## src/rtl/instruction_fetch_unit.sv

```systemverilog
// Fetch stage: PC, busywait read handshake with instruction memory, IF/ID output slot, branch redirect.
// Optional IFU_NOP_FLUSH_EN: reset/flush load INSTRUCTION_OUT with addi x0,x0,0.
module instruction_fetch_unit #(
    parameter logic [31:0] RESET_PC = 32'h0000_0000
) (
    input  logic        CLK,
    input  logic        RESET_N,
    input  logic        STALL,
    input  logic        BRANCH_TAKEN,
    input  logic [31:0] BRANCH_TARGET,
    output logic        IMEM_READ,
    output logic [31:0] IMEM_ADDRESS,
    input  logic [31:0] IMEM_READDATA,
    input  logic        IMEM_BUSYWAIT,
    output logic [31:0] INSTRUCTION_OUT,
    output logic [31:0] PC_DIRECT_OUT,
    output logic [31:0] PC_PLUS_4_OUT,
    output logic        BUSYWAIT
);

`ifdef IFU_NOP_FLUSH_EN
    localparam logic [31:0] FLUSH_WORD = 32'h0000_0013;
`else
    localparam logic [31:0] FLUSH_WORD = 32'h0000_0000;
`endif
    localparam logic [31:0] PC_INIT = {RESET_PC[31:2], 2'b00};

    typedef enum logic [1:0] {S_IDLE, S_REQ, S_DISCARD} state_t;

    state_t      r_state, w_state_nxt;
    logic [31:0] r_pc, w_pc_nxt;
    logic [31:0] r_req_addr, w_req_addr_nxt;
    logic        r_out_valid, w_out_valid_nxt;
    logic [31:0] r_instr, w_instr_nxt;
    logic [31:0] r_pc_direct, w_pc_direct_nxt;
    logic [31:0] r_pc_plus4, w_pc_plus4_nxt;

    logic        w_consume;
    logic        w_complete;
    logic [31:0] w_target;
    logic [31:0] w_req_plus4;

    assign IMEM_READ       = (r_state != S_IDLE);
    assign IMEM_ADDRESS    = r_req_addr;
    assign INSTRUCTION_OUT = r_instr;
    assign PC_DIRECT_OUT   = r_pc_direct;
    assign PC_PLUS_4_OUT   = r_pc_plus4;
    assign BUSYWAIT        = !r_out_valid || STALL;

    assign w_consume   = r_out_valid && !STALL;
    assign w_complete  = IMEM_READ && !IMEM_BUSYWAIT;
    assign w_target    = BRANCH_TARGET & 32'hFFFF_FFFC;
    assign w_req_plus4 = r_req_addr + 32'd4;

    always_ff @(posedge CLK or negedge RESET_N) begin
        if (!RESET_N) begin
            r_state     <= S_IDLE;
            r_pc        <= PC_INIT;
            r_req_addr  <= PC_INIT;
            r_out_valid <= 1'b0;
            r_instr     <= FLUSH_WORD;
            r_pc_direct <= 32'h0;
            r_pc_plus4  <= 32'h0;
        end else begin
            r_state     <= w_state_nxt;
            r_pc        <= w_pc_nxt;
            r_req_addr  <= w_req_addr_nxt;
            r_out_valid <= w_out_valid_nxt;
            r_instr     <= w_instr_nxt;
            r_pc_direct <= w_pc_direct_nxt;
            r_pc_plus4  <= w_pc_plus4_nxt;
        end
    end

    always_comb begin
        w_state_nxt     = r_state;
        w_pc_nxt        = r_pc;
        w_req_addr_nxt  = r_req_addr;
        w_out_valid_nxt = r_out_valid && !w_consume;
        w_instr_nxt     = r_instr;
        w_pc_direct_nxt = r_pc_direct;
        w_pc_plus4_nxt  = r_pc_plus4;

        if (BRANCH_TAKEN) begin
            // Redirect wins over stall and completion; a busy request is never abandoned.
            w_pc_nxt        = w_target;
            w_out_valid_nxt = 1'b0;
`ifdef IFU_NOP_FLUSH_EN
            w_instr_nxt     = FLUSH_WORD;
`endif
            unique case (r_state)
                S_IDLE: begin
                    w_req_addr_nxt = w_target;
                    w_state_nxt    = S_REQ;
                end
                S_REQ: begin
                    if (w_complete) begin
                        w_req_addr_nxt = w_target;
                        w_state_nxt    = S_REQ;
                    end else begin
                        w_state_nxt    = S_DISCARD;
                    end
                end
                S_DISCARD: w_state_nxt = S_DISCARD;
                default:   w_state_nxt = S_IDLE;
            endcase
        end else begin
            unique case (r_state)
                S_IDLE: begin
                    // Launch only into an empty slot so a completion never overwrites live data.
                    if (!r_out_valid || w_consume) begin
                        w_req_addr_nxt = r_pc;
                        w_state_nxt    = S_REQ;
                    end
                end
                S_REQ: begin
                    if (w_complete) begin
                        w_instr_nxt     = IMEM_READDATA;
                        w_pc_direct_nxt = r_req_addr;
                        w_pc_plus4_nxt  = w_req_plus4;
                        w_out_valid_nxt = 1'b1;
                        w_pc_nxt        = w_req_plus4;
                        w_state_nxt     = S_IDLE;
                    end
                end
                S_DISCARD: begin
                    if (w_complete) begin
                        w_req_addr_nxt = r_pc;
                        w_state_nxt    = S_REQ;
                    end
                end
                default: w_state_nxt = S_IDLE;
            endcase
        end
    end

endmodule

```

## config.mk

```make
export PLATFORM = sky130hd
export DESIGN_NAME = instruction_fetch_unit
export DESIGN_NICKNAME = d
export VERILOG_FILES = /design/src/rtl/instruction_fetch_unit.sv
export SDC_FILE = /design/constraint.sdc
export NUM_CORES = 1
export LEC_CHECK = 0
export CORE_ASPECT_RATIO = 0.75
export CORE_MARGIN = 1
export CORE_UTILIZATION = 48
export CTS_CLUSTER_SIZE = 28
export DETAILED_ROUTE_END_ITERATION = 16
export PLACE_DENSITY = 0.88
export SYNTH_ARGS = -nofsm -noshare
export SYNTH_HDL_FRONTEND = slang
export SYNTH_SLANG_ARGS = --single-unit
```

## constraint.sdc

```tcl
create_clock -name CLK -period 1.9 [get_ports CLK]
set_input_delay 0.38 -clock CLK [delete_from_list [all_inputs] [get_ports CLK]]
set_output_delay 0.38 -clock CLK [all_outputs]
set_load 0.02 [all_outputs]
```

# Yosys cells after proc, flatten, opt, wreduce, memory -nomap -nowiden
# Cells that the tools add are included.
[op_classes]
add_sub_neg = 1
eq_ne = 7
muxes = 19
n_bitwise = 1
n_reduce_logical = 18
[op_table]
columns = ["cell", "n"]
rows = [
  ["$mux 32", 7],
  ["$pmux 32 s2", 2],
  ["$add 32x3->32 const B", 1],
  ["$ne 3x3->1 const B", 4],
  ["$pmux 2 s3", 2],
  ["$mux 2", 5],
  ["$reduce_and 3->1", 2],
  ["$reduce_bool 2->1", 3],
  ["$reduce_and 5->1", 1],
  ["$logic_not 1->1", 4],
  ["$logic_and 1x1->1", 3],
  ["$mux 1", 3],
  ["$ne 3x1->1 const B", 1],
  ["$reduce_bool 3->1", 1],
  ["$eq 2x1->1 const B", 1],
  ["$eq 2x2->1 const B", 1],
  ["$logic_not 2->1", 1],
  ["$logic_or 1x1->1", 2],
  ["$reduce_and 2->1", 1],
  ["$not 1->1", 1],
]
[word_totals]
ff_bits = 163
in_bits = 69
out_inout_bits = 130
word_cells = 53

# Logic depth before layout (Yosys ltp)
# Gate-level depths: netlist of run 1.
[logic_depth]
word_depth = 7
mapped_depth = 8

# Least setup slack after synthesis of run 1
# No wires, ideal clock.
[synth_path]
path_kind = "reg-to-reg"
startpoint = "register r_req_addr[2] (netlist: IMEM_ADDRESS[2])"
endpoint = "register r_pc[18]"
t_arrival_ns = 1.773
required_time_ns = 1.774
slack_ns = 0.001
stages_incl_launch_ff = 7
n_path_buf = 0
period_less_slack_ns = 1.899
cell_sequence = "dfrtp_1 -> ha_1 -> nand4_1 -> nor4_4 -> xnor2_1 -> nor2_1 -> a221o_1"
[synth_between]
elab_chain_cells = 4
[synth_lines]
columns = ["element", "line_no", "source"]
rows = [
  ["start: declaration", "32", "logic [31:0] r_req_addr, w_req_addr_nxt;"],
  ["start signal: assignment", "67", "r_req_addr <= w_req_addr_nxt;"],
  ["$add 32x3->32", "53", "assign w_req_plus4 = r_req_addr + 32'd4;"],
  ["$mux 32", "117", "if (w_complete) begin"],
  ["$mux 32", "108", "unique case (r_state)"],
  ["$mux 32", "84", "if (BRANCH_TAKEN) begin"],
  ["end signal: assignment", "66", "r_pc <= w_pc_nxt;"],
  ["end: declaration", "31", "logic [31:0] r_pc, w_pc_nxt;"],
]
# No other way between the ends. The select of a mux whose other input is x is not followed.
# A chain may end at the register's enable or synchronous reset.

# Final worst setup path of run 1
[layout_path]
startpoint = "register r_state[1]"
endpoint = "output port IMEM_READ"
[layout_between]
elab_chain_cells = 1
[layout_lines]
columns = ["element", "line_no", "source"]
rows = [
  ["start: declaration", "30", "state_t r_state, w_state_nxt;"],
  ["start signal: assignment", "65", "r_state <= w_state_nxt;"],
  ["$reduce_bool 2->1", "43", "assign IMEM_READ = (r_state != S_IDLE);"],
  ["end: declaration", "11", "output logic IMEM_READ,"],
]
# No other way between the ends.

==> results of run 1 <==
## cell type report
type | instances | area, um^2
Timing Repair Buffer | 245 | 2420
Tap cell | 195 | 244
Inverter | 4 | 15.0
Clock inverter | 10 | 138
Fill cell | 1032 | 3960
Sequential cell | 161 | 4030
Clock buffer | 20 | 447
Multi-Input combinational cell | 508 | 2720
## cells in the final DEF, fill, tap and decap left out, types with 8 or more instances in the layout
master	netlist	layout
xnor2_1	11	11
nand2_1	254	254
a22oi_1	18	18
clkdlybuf4s50_1	0	165
a221o_1	8	8
nor2_1	21	19
a21o_1	9	9
buf_4	5	39
dfrtp_1	161	160
xor2_1	17	17
nand3_1	11	11
buf_12	1	9
o21ai_0	73	73
dlygate4sd2_1	0	24
clkbuf_16	0	17
nand4_1	9	9
mux2i_1	27	27
## worst max path at each step
stage                     from                 to  slack [ns]  cells past startpoint
2_1_floorplan  IMEM_ADDRESS[2]           r_pc[18]       0.001                      6
3_3_place_gp     IMEM_BUSYWAIT  PC_PLUS_4_OUT[21]       -0.05                      6
3_5_place_dp     IMEM_BUSYWAIT           r_pc[25]       -0.12                      5
4_1_cts        IMEM_ADDRESS[3]    IMEM_ADDRESS[3]       0.003                      2
5_1_grt        IMEM_ADDRESS[3]           r_pc[25]      -0.002                      7
6_report            r_state[1]          IMEM_READ        0.05                      2
## state kept, by name, indices dropped and copies added (netlist names)
name and cells:
IMEM_ADDRESS 32, INSTRUCTION_OUT 32, PC_DIRECT_OUT 32, PC_PLUS_4_OUT 30, r_out_valid 1, r_pc 32, r_state 2
## cells by family after synthesis
group / Yosys count / synth area share [%]
flip-flops: 161 / 57.5
multiplexers: 27 / 3.86
XOR/XNOR: 28 / 3.50
AND/OR/NAND/NOR: 325 / 19.8
AO/OA/AOI/OAI: 127 / 11.1
buffers and inverters: 52 / 4.14
adder cells (fa/ha/maj): 1 / 0.178
## cell usage after synthesis, types with 2 or more instances
master      n  area, um^2
buf_1       3        11.3
inv_1       4        15.0
a22o_1      4        35.0
nand4_1     9        56.3
and4_1      3        26.3
o21ai_1     3        15.0
buf_6       5        56.3
nor4_1      3        18.8
a22oi_1    18         135
nor2_1     21        78.8
buf_4       5        37.5
nand2_1   254         953
nor2b_1     3        18.8
xnor2_1    11        96.3
a21o_1      9        67.6
o22ai_1     2        12.5
clkbuf_1   21        78.8
nand3_1    11        55.1
nor3_1      3        15.0
a221o_1     8        80.1
and3_1      4        25.0
buf_2      11        55.1
a21boi_0    3        22.5
o21ai_0    73         365
a21oi_1     5        25.0
xor2_1     17         149
mux2i_1    27         270
nand2b_1    3        18.8
dfrtp_1   161        4030
## power by group
part	total [mW]	switching, mW	internal [mW]	leakage, nW
combinational	7.64	4.20	3.44	2.45
sequential	5.95	1.08	4.87	2.02
clock	3.43	1.35	2.08	0.282
## what timing repair did
action,4_1_cts,5_1_grt
setup buffers,0,1
hold buffers,1,0
pin swaps,0,1
hold endpoints to repair,34,0
setup endpoints to repair,24,11
resized for setup,25,7
## per-stage QoR
stage	cells	instance area [um^2]
floorplan	721	7010
global placement	1111	9420
detailed placement	1111	9420
CTS	1142	9990
global route	1143	10000
finish	1143	10000
## worst max-delay path: stages, from the launching register on
cell           delay (ns)
dfrtp_1              0.42
or2_2                0.31
dlygate4sd2_1        0.32
## metal layers
layer | share of wire (%) | global-route usage (%)
met5 | 0 | 0
met4 | 1.1 | 6.61
met3 | 8.3 | 7.59
met2 | 47 | 40.8
met1 | 43 | 35.2
==> impl_metrics.env, run 1 <==
export IMPL_finalSetupViolCount=0
export IMPL_hold_viol=0
export IMPL_nNetsFinal=1007
export IMPL_worst_path_max_fanout=6
export IMPL_hp_class="in2async"
export IMPL_pre_cts_ws_ns=-0.122
export IMPL_grt_max_degree=70
export IMPL_yosys_warnings=0
export IMPL_worst_slew_pin_slew_ns=0.565
export IMPL_fin_total_pwr_mw=17.0
export IMPL_drt_initial_drc_count=486
export IMPL_reg2reg_depth=7
export IMPL_antenna_found_initial=0
export IMPL_crit_required_ns=1.52
export IMPL_grt_pass1_vias=5820
export IMPL_worst_r2r_setup_slack_ns=0.06
export IMPL_io_pins=199
export IMPL_synth_cell_area_um2=7010
export IMPL_die_w_um=142
export IMPL_hpwl_um=13000
export IMPL_port_buffer_count=196
export IMPL_synthCells=721
export IMPL_num_rows=37
export IMPL_dieHeight_um=107
export IMPL_diodes=0
export IMPL_root_buffer="clkbuf_16"
export IMPL_synth_edf_count=0
export IMPL_cts_buffer_depth=2
export IMPL_worstPathArrival_ns=1.47
export IMPL_avgSynthCellArea_um2=9.72
export IMPL_grt_pass1_wl_um=30200
export IMPL_viasPerCell=5.28
export IMPL_fmax_mhz=540
export IMPL_ir_drop_uv=906
export IMPL_regToRegEndpoint="PC_PLUS_4_OUT[28]"
export IMPL_drive_above_1_share_pct=9.81
export IMPL_cts_buffers_inserted=17
export IMPL_ys_types=46
export IMPL_leakagePower_nw=4.75
export IMPL_slew_viol_final=0
export IMPL_post_route_util_pct=71.7
export IMPL_track_usage_pct=25.9
export IMPL_max_slew_margin_pct=62.3
export IMPL_firstDrtPassIters=5
export IMPL_finalCriticalPeriod_ns=1.85
export IMPL_wl_um=19200
export IMPL_tns_ns=0
export IMPL_power_density_nw_per_um2=1700
export IMPL_r2r_start="IMEM_ADDRESS[2]"
export IMPL_syn2layout_area_growth_pct=43.0
export IMPL_finClkSkew_ns=0.00759
export IMPL_cts_sinks=161
export IMPL_holdWs_ns=0.430
export IMPL_yosys_register_bits=161
export IMPL_drv_cap=0
export IMPL_ys_seq_area_share_pct=57.5
export IMPL_worst_setup_path_end_kind="output pin"
export IMPL_syn_nets=791
export IMPL_synth_main_ff_cell="dfrtp_1"
export IMPL_h_tree_depth=4
export IMPL_remaining_drc_errors=0
export IMPL_fin_crit_sh_pct=97.5
export IMPL_clock_latency_ns=0.42
export IMPL_path_clk_slew_ns=0.06
export IMPL_async_flop_share_pct=100
export IMPL_initial_core_util_pct=50.1
export IMPL_cts_tree="yes"
export IMPL_critPathKind="reg2out"
export IMPL_status="finished clean"
export IMPL_gp_congestion=0.811
export IMPL_setup_ws_ns=0.0475
export IMPL_core_um2=14000
export IMPL_grt_ovfl_total=0
export IMPL_dieArea_um2=15100
export IMPL_routedWlPerCell_um=16.8
export IMPL_ant_nets=0
export IMPL_start_kind="register"
export IMPL_num_vias=6040
Note: power is estimated with default switching activity, not from simulation.
==> inputs of run 2 (changes only) <==
--- a/config.mk
+++ b/config.mk
@@ -5,6 +5,7 @@
 export SDC_FILE = /design/constraint.sdc
 export NUM_CORES = 1
 export LEC_CHECK = 0
+export CAP_MARGIN = 5
 export CORE_ASPECT_RATIO = 0.75
 export CORE_MARGIN = 1
 export CORE_UTILIZATION = 48
==> constraint.sdc (replaced) <==
create_clock -name CLK -period 1.9 [get_ports CLK]
set_input_delay 0.475 -clock CLK [delete_from_list [all_inputs] [get_ports CLK]]
set_output_delay 0.475 -clock CLK [all_outputs]
set_load 0.02 [all_outputs]
==> run 2 against run 1 <==
  * Via count shrank 0.36%
  * Clock power down 9.3%
  * Critical endpoint is now INSTRUCTION_OUT[14]
  * Largest power group unchanged
  * Total power shrank 2.7%
  * Critical path type unchanged
  * Sequential cell count did not move
==> impl_metrics.env, run 2 (synthesized netlist as in run 1, its figures left out) <==
export IMPL_fin_cells=1148
export IMPL_tns_ns=0
export IMPL_routedWlPerCell_um=16.7
export IMPL_wl_met3_um=1310
export IMPL_worst_setup_path_end_kind="output pin"
export IMPL_cts_sinks=161
export IMPL_grt_setup_unrepaired="true"
export IMPL_path_buf_inv=1
export IMPL_drt_initial_drc_count=471
export IMPL_met1_length_um=8340
export IMPL_placed_area_um2=9430
export IMPL_diodes=0
export IMPL_cts_buffers_inserted=17
export IMPL_h_tree_depth=4
export IMPL_status="finished clean"
export IMPL_worst_path_max_fanout=2
export IMPL_cts_buffer_depth=2
export IMPL_wl_um=19200
export IMPL_layout_commonest_cell="nand2_1"
export IMPL_cp_startpoint="INSTRUCTION_OUT[14]"
export IMPL_fin_crit_sh_pct=98.2
export IMPL_grt_max_degree=71
export IMPL_crit_slowest_cell="clkdlybuf4s50_1"
export IMPL_grt_pass1_wl_um=30400
export IMPL_core_um2=14000
export IMPL_start_kind="register"
export IMPL_setup_ws_ns=0.0347
export IMPL_finClkSkew_ns=0.00811
export IMPL_dieArea_um2=15100
export IMPL_nNetsFinal=1010
export IMPL_pre_cts_ws_ns=-0.213
export IMPL_grt_ovfl_total=0
export IMPL_power_density_nw_per_um2=1640
export IMPL_crit_required_ns=1.42
export IMPL_gp_congestion=0.832
export IMPL_r2r_start="IMEM_ADDRESS[9]"
export IMPL_hpwl_um=13100
export IMPL_firstDrtPassIters=6
export IMPL_dieHeight_um=107
export IMPL_drive_above_1_share_pct=10.8
export IMPL_dp_cells=1114
export IMPL_clock_latency_ns=0.42
export IMPL_fmax_mhz=536
export IMPL_highest_layer="met4"
export IMPL_worst_slew_pin_slew_ns=0.441
export IMPL_holdBufCountCts=0
export IMPL_route_met2_wl_um=9300
export IMPL_hp_class="in2async"
export IMPL_ir_drop_uv=1030
export IMPL_num_vias=6018
export IMPL_holdWs_ns=0.0448
export IMPL_grt_pass1_vias=5927
export IMPL_cp_slowest_stage_delay_ns=0.61
export IMPL_hold_viol=0
export IMPL_num_rows=37
export IMPL_track_usage_pct=26.2
export IMPL_path_delay_family="buffers and inverters"
export IMPL_finalSetupViolCount=0
export IMPL_drv_cap=0
export IMPL_ant_nets=0
export IMPL_final_cell_mix="nand2_1 (254), dfrtp_1 (159), clkdlybuf4s50_1 (105), o21ai_0 (72), dlymetal6s2s_1 (51)"
export IMPL_root_buffer="clkbuf_16"
export IMPL_cts_tree="yes"
export IMPL_design_area_um2=10100
export IMPL_critPathKind="reg2out"
export IMPL_finalCriticalPeriod_ns=1.87
export IMPL_antenna_found_initial=0
export IMPL_leakagePower_nw=5.39
export IMPL_path_clk_slew_ns=0.06
export IMPL_port_buffer_count=196
export IMPL_path_cells="clkdlybuf4s50_1"
export IMPL_die_w_um=142
export IMPL_max_slew_margin_pct=70.6
export IMPL_viasPerCell=5.24
export IMPL_syn2layout_area_growth_pct=43.9
export IMPL_io_pins=199
export IMPL_initial_core_util_pct=50.1
export IMPL_worstPathArrival_ns=1.39
export IMPL_slew_viol_final=0
export IMPL_remaining_drc_errors=0
-- run 2: cell type report --
| type | count | area, um^2 |
|---|---|---|
| sequential | 161 | 4030 |
| fill | 1011 | 3900 |
| multi-input combinational | 508 | 2730 |
| timing repair buffer | 248 | 2520 |
| clock buffer | 17 | 425 |
| tap | 195 | 244 |
| clock inverter | 15 | 110 |
| inverter | 4 | 15.0 |
-- run 2: what timing repair did --
action                                  CTS  global route
gates resized for setup                  40            57
endpoints found under the setup margin   38            67
pin swaps                                 0             1
buffers inserted                          1             1
-- run 2: metal layers --
metal	vias to the layer above	track usage (%)
met4	0	6.68
li1	2841	-
met5	-	0
met2	211	42.9
met3	23	7.55
met1	2943	34.4
-- run 2: where the power goes --
part	total, mW	switching [mW]	internal, mW
clock	3.11	1.43	1.68
combinational	7.49	4.21	3.28
sequential	5.97	1.09	4.87
-- run 2: final timing paths --
path / to / cells after the start / slack, ns
setup / recovery: INSTRUCTION_OUT[14] / 1 / 0.03
hold / removal: PC_PLUS_4_OUT[30] / 2 / 0.04
setup reg to reg: r_pc[18] / 6 / 0.06
hold reg to reg: INSTRUCTION_OUT[23] / 2 / 0.47
max in group asynchronous: r_pc[25] / 2 / 1.46
min in group CLK: r_out_valid / 2 / 0.34
-- run 2: per-stage QoR --
| step | power, mW | util, % |
|---|---|---|
| 3_5_place_dp | 13.8 | 67.5 |
| 6_report | 16.6 | 72.1 |
| 5_1_grt | 17.5 | 72.1 |
| 4_1_cts | 16.7 | 71.0 |
| 2_1_floorplan | 9.66 | - |
| 3_3_place_gp | 13.5 | 67.5 |
==> edit (settings of run 1) <==
Re-encode `state_t` (3 states) as one-hot, 3 bits wide.
--- a/src/rtl/instruction_fetch_unit.sv
+++ b/src/rtl/instruction_fetch_unit.sv
@@ -27,3 +27,3 @@
 
-    typedef enum logic [1:0] {S_IDLE, S_REQ, S_DISCARD} state_t;
+    typedef enum logic [2:0] {S_IDLE = 3'b001, S_REQ = 3'b010, S_DISCARD = 3'b100} state_t;
 
Check against the original RTL: no difference found for any inputs over 4 cycles, from zero or initial values and one cycle with RESET_N low; so few cycles prove little.
==> edit against run 1 <==
- largest power group unchanged
- synthesized area rose by 3.4%
- cell area increased by 2.3%
- critical endpoint is now IMEM_ADDRESS[0]
- power up 3.4%
- highest routed layer unchanged
- clock skew rose by 3.2 ps
- critical path depth is 1 lower
- global-route usage grew 0.54 points
- wire length up 2.8%
- worst setup slack improved by 20 ps
- synthesized cell count up 6.4%
- sequential cell count rose by 1
==> edit: results (changes against run 1) <==
The run finished with clean final reports. The worst setup skew after layout was 10.7 ps (+3.16 ps). The largest vdd supply drop came out at 0.871 mV (-3.9%). The mean number of vias per cell came to 5.23 (-1.1%). Broken down by cell family, the worst path's largest delay share belongs to buffers and inverters. The routed length on met2 is 9.49 mm (+4.7%). The type of the tightest min-delay check is input pin to flop. The placer congestion estimate came to 0.819 (+0.99%).

The aggregate global routing overflow came to 0 (unchanged). The latest clock arrival within the worst-skew pair came out at 420 ps (about the same). The count of routing violations after the opening detailed-route iteration came to 506 (+4.1%). The number of nets in the final layout was 1051 (+4.4%). The number of fill cells in the layout is 1081 (+4.7%). The top fanout value on the critical path was 4 (-2). The maximum cell stage delay along the critical path came to 620 ps (+200 ps).

The register clock-pin slew on the reported worst setup and hold paths came out at 70 ps. The count of antenna-violating nets left after detailed routing came to 0 (unchanged). The number of diodes added for antenna fixing is 0 (unchanged). The number of search-and-repair iterations in the first detailed-routing pass came out at 6 (+1). The distinct cell type count after synthesis is 55 (+20%). The depth of the CTS H-tree came out at 4 (unchanged). The slew at the pin closest to its max-slew limit is 519 ps (-46.7 ps). The number of global-route vias before repair came to 6209 (+6.7%). The routed wirelength normalized by instance count is 16.5 microns (-1.6%). The number of buffers created by CTS is 17 (unchanged). In the synthesized netlist, the cells that appear most often are nand2_1, dfrtp_1, nor2_1, o21ai_0, a21oi_1. The cell leakage power is 4.68 nW (-1.4%).

The setup slack after placement came out at -174 ps (-52.2 ps). Among all stages on the critical path, the largest delay is contributed by clkdlybuf4s50_1. The number of antenna violations at the first check in global routing came to 0 (unchanged). The met1 wire length is 8.73 mm (+4.9%). The met3 routed wirelength is 1.30 mm (-18%). The worst-case clock buffer depth came to 2 (unchanged). The highest metal layer carrying signal wires in the routed design is met4. The share of synthesized flip-flops with an asynchronous set or reset is 100% (unchanged). The portion of the post-synthesis area used by sequential elements is 56.0% (-1.5 points). The share of cells above drive strength 1 is 11.2% (+1.4 points). The data arrival time of the critical path came out at 1450 ps (-20 ps). The number of buffers added on ports came out at 196 (unchanged).

The synthesized net count came to 837 (+5.8%). By area the synthesized netlist is led by dfrtp_1, nand2_1, o21ai_0. The global-route wire length before repair came to 31.4 mm (+4.2%).

The tree is rooted in a clkbuf_16. nand2_1 is the most common cell in the netlist. The maximum number of pins on one net before global-route repair came out at 55 (-21%). The most used flip-flop cell after synthesis is dfrtp_1. The detailed placer's ending HPWL came out at 14.0 mm (+7.5%).

The global routing usage summed across all routing layers is 26.4% (+0.54 points). The share of the synthesized area in the top cell type is 55.6% (-1.9 points). The setup fix buffers added after clock tree synthesis came out at 0 (unchanged). The count of yosys warnings during synthesis came out at 0 (unchanged).
==> edit: cell types whose count changed in the layout (fill, tap and decap cells not counted), moves of 6 or more <==
| cell | delta |
|---|---|
| nand2b_1 | +9 |
| mux2i_1 | -8 |
| a221o_1 | -7 |
| a21oi_1 | +31 |
| nand2_1 | -9 |
| xnor2_1 | +10 |
| buf_4 | +6 |
| nor2_1 | +30 |
| o21ai_1 | +6 |
| o21ai_0 | -26 |
| a21o_1 | -8 |
| a31oi_1 | +9 |
| xor2_1 | -10 |
==> edit: kinds of logic (layout without fill, tap and decap cells) <==
logic type / after synthesis / count (layout) / share of synthesized area (%)
flip-flops: 162 / 162 / 56.0
XOR/XNOR: 28 / 28 / 3.39
AND/OR/NAND/NOR: 370 / 370 / 23.5
adder cells (fa/ha/maj): 1 / 1 / 0.173
multiplexers: 19 / 19 / 2.63
AO/OA/AOI/OAI: 130 / 130 / 10.3
buffers and inverters: 57 / 284 / 4.04
==> edit: per-stage QoR <==
step	instances	instance area [sq um]	util [%]	hold slack (ps)	TNS (ps)
3_3_place_gp	1161	9680	66.3	328	-8660
5_1_grt	1194	10300	70.2	428	0
2_1_floorplan	767	7240	-	84.4	0
6_report	1194	10300	70.2	394	0
3_5_place_dp	1161	9680	66.3	325	-14280
4_1_cts	1194	10200	70.1	363	0
==> edit: layout make-up <==
cell class / count / area [sq um] / share of cell area, %
clock buffer: 20 / 457 / 4.45
inverter: 3 / 11.3 / 0.110
clock inverter: 12 / 121 / 1.18
multi-input combinational: 548 / 2930 / 28.6
timing repair buffer: 249 / 2420 / 23.6
sequential: 162 / 4060 / 39.6
tap: 200 / 250 / 2.44
==> edit: worst paths after layout <==
kind,from,to,slack [ps],cells past startpoint
worst max-delay path,IMEM_ADDRESS[0],IMEM_ADDRESS[0],70,1
worst min-delay path,BRANCH_TAKEN,r_state[0],390,4
worst max register to register,IMEM_ADDRESS[2],PC_PLUS_4_OUT[28],100,6
worst min register to register,INSTRUCTION_OUT[3],INSTRUCTION_OUT[3],470,2
max in group asynchronous,RESET_N,PC_PLUS_4_OUT[9],840,3
min in group asynchronous,RESET_N,PC_DIRECT_OUT[26],420,2
==> edit: timing repair <==
action | in CTS | in global routing
gates resized for setup | 36 | 6
endpoints found under the setup margin | 30 | 11
hold buffers | 1 | 0
gates cloned | 0 | 0
endpoints found under the hold margin | 38 | 0
==> edit: where the power goes <==
group | internal [mW] | leakage, nW | switching [mW]
registers | 4.89 | 1.98 | 1.06
clock network | 1.90 | 0.271 | 1.47
logic | 3.65 | 2.43 | 4.63
total | 10.4 | 4.68 | 7.16
==> edit: per-layer routing <==
layer | vias up | track usage [%]
li1 | 2976 | -
met1 | 3018 | 34.8
met2 | 228 | 43.7
met3 | 19 | 6.51
met4 | 0 | 6.91
met5 | - | 0
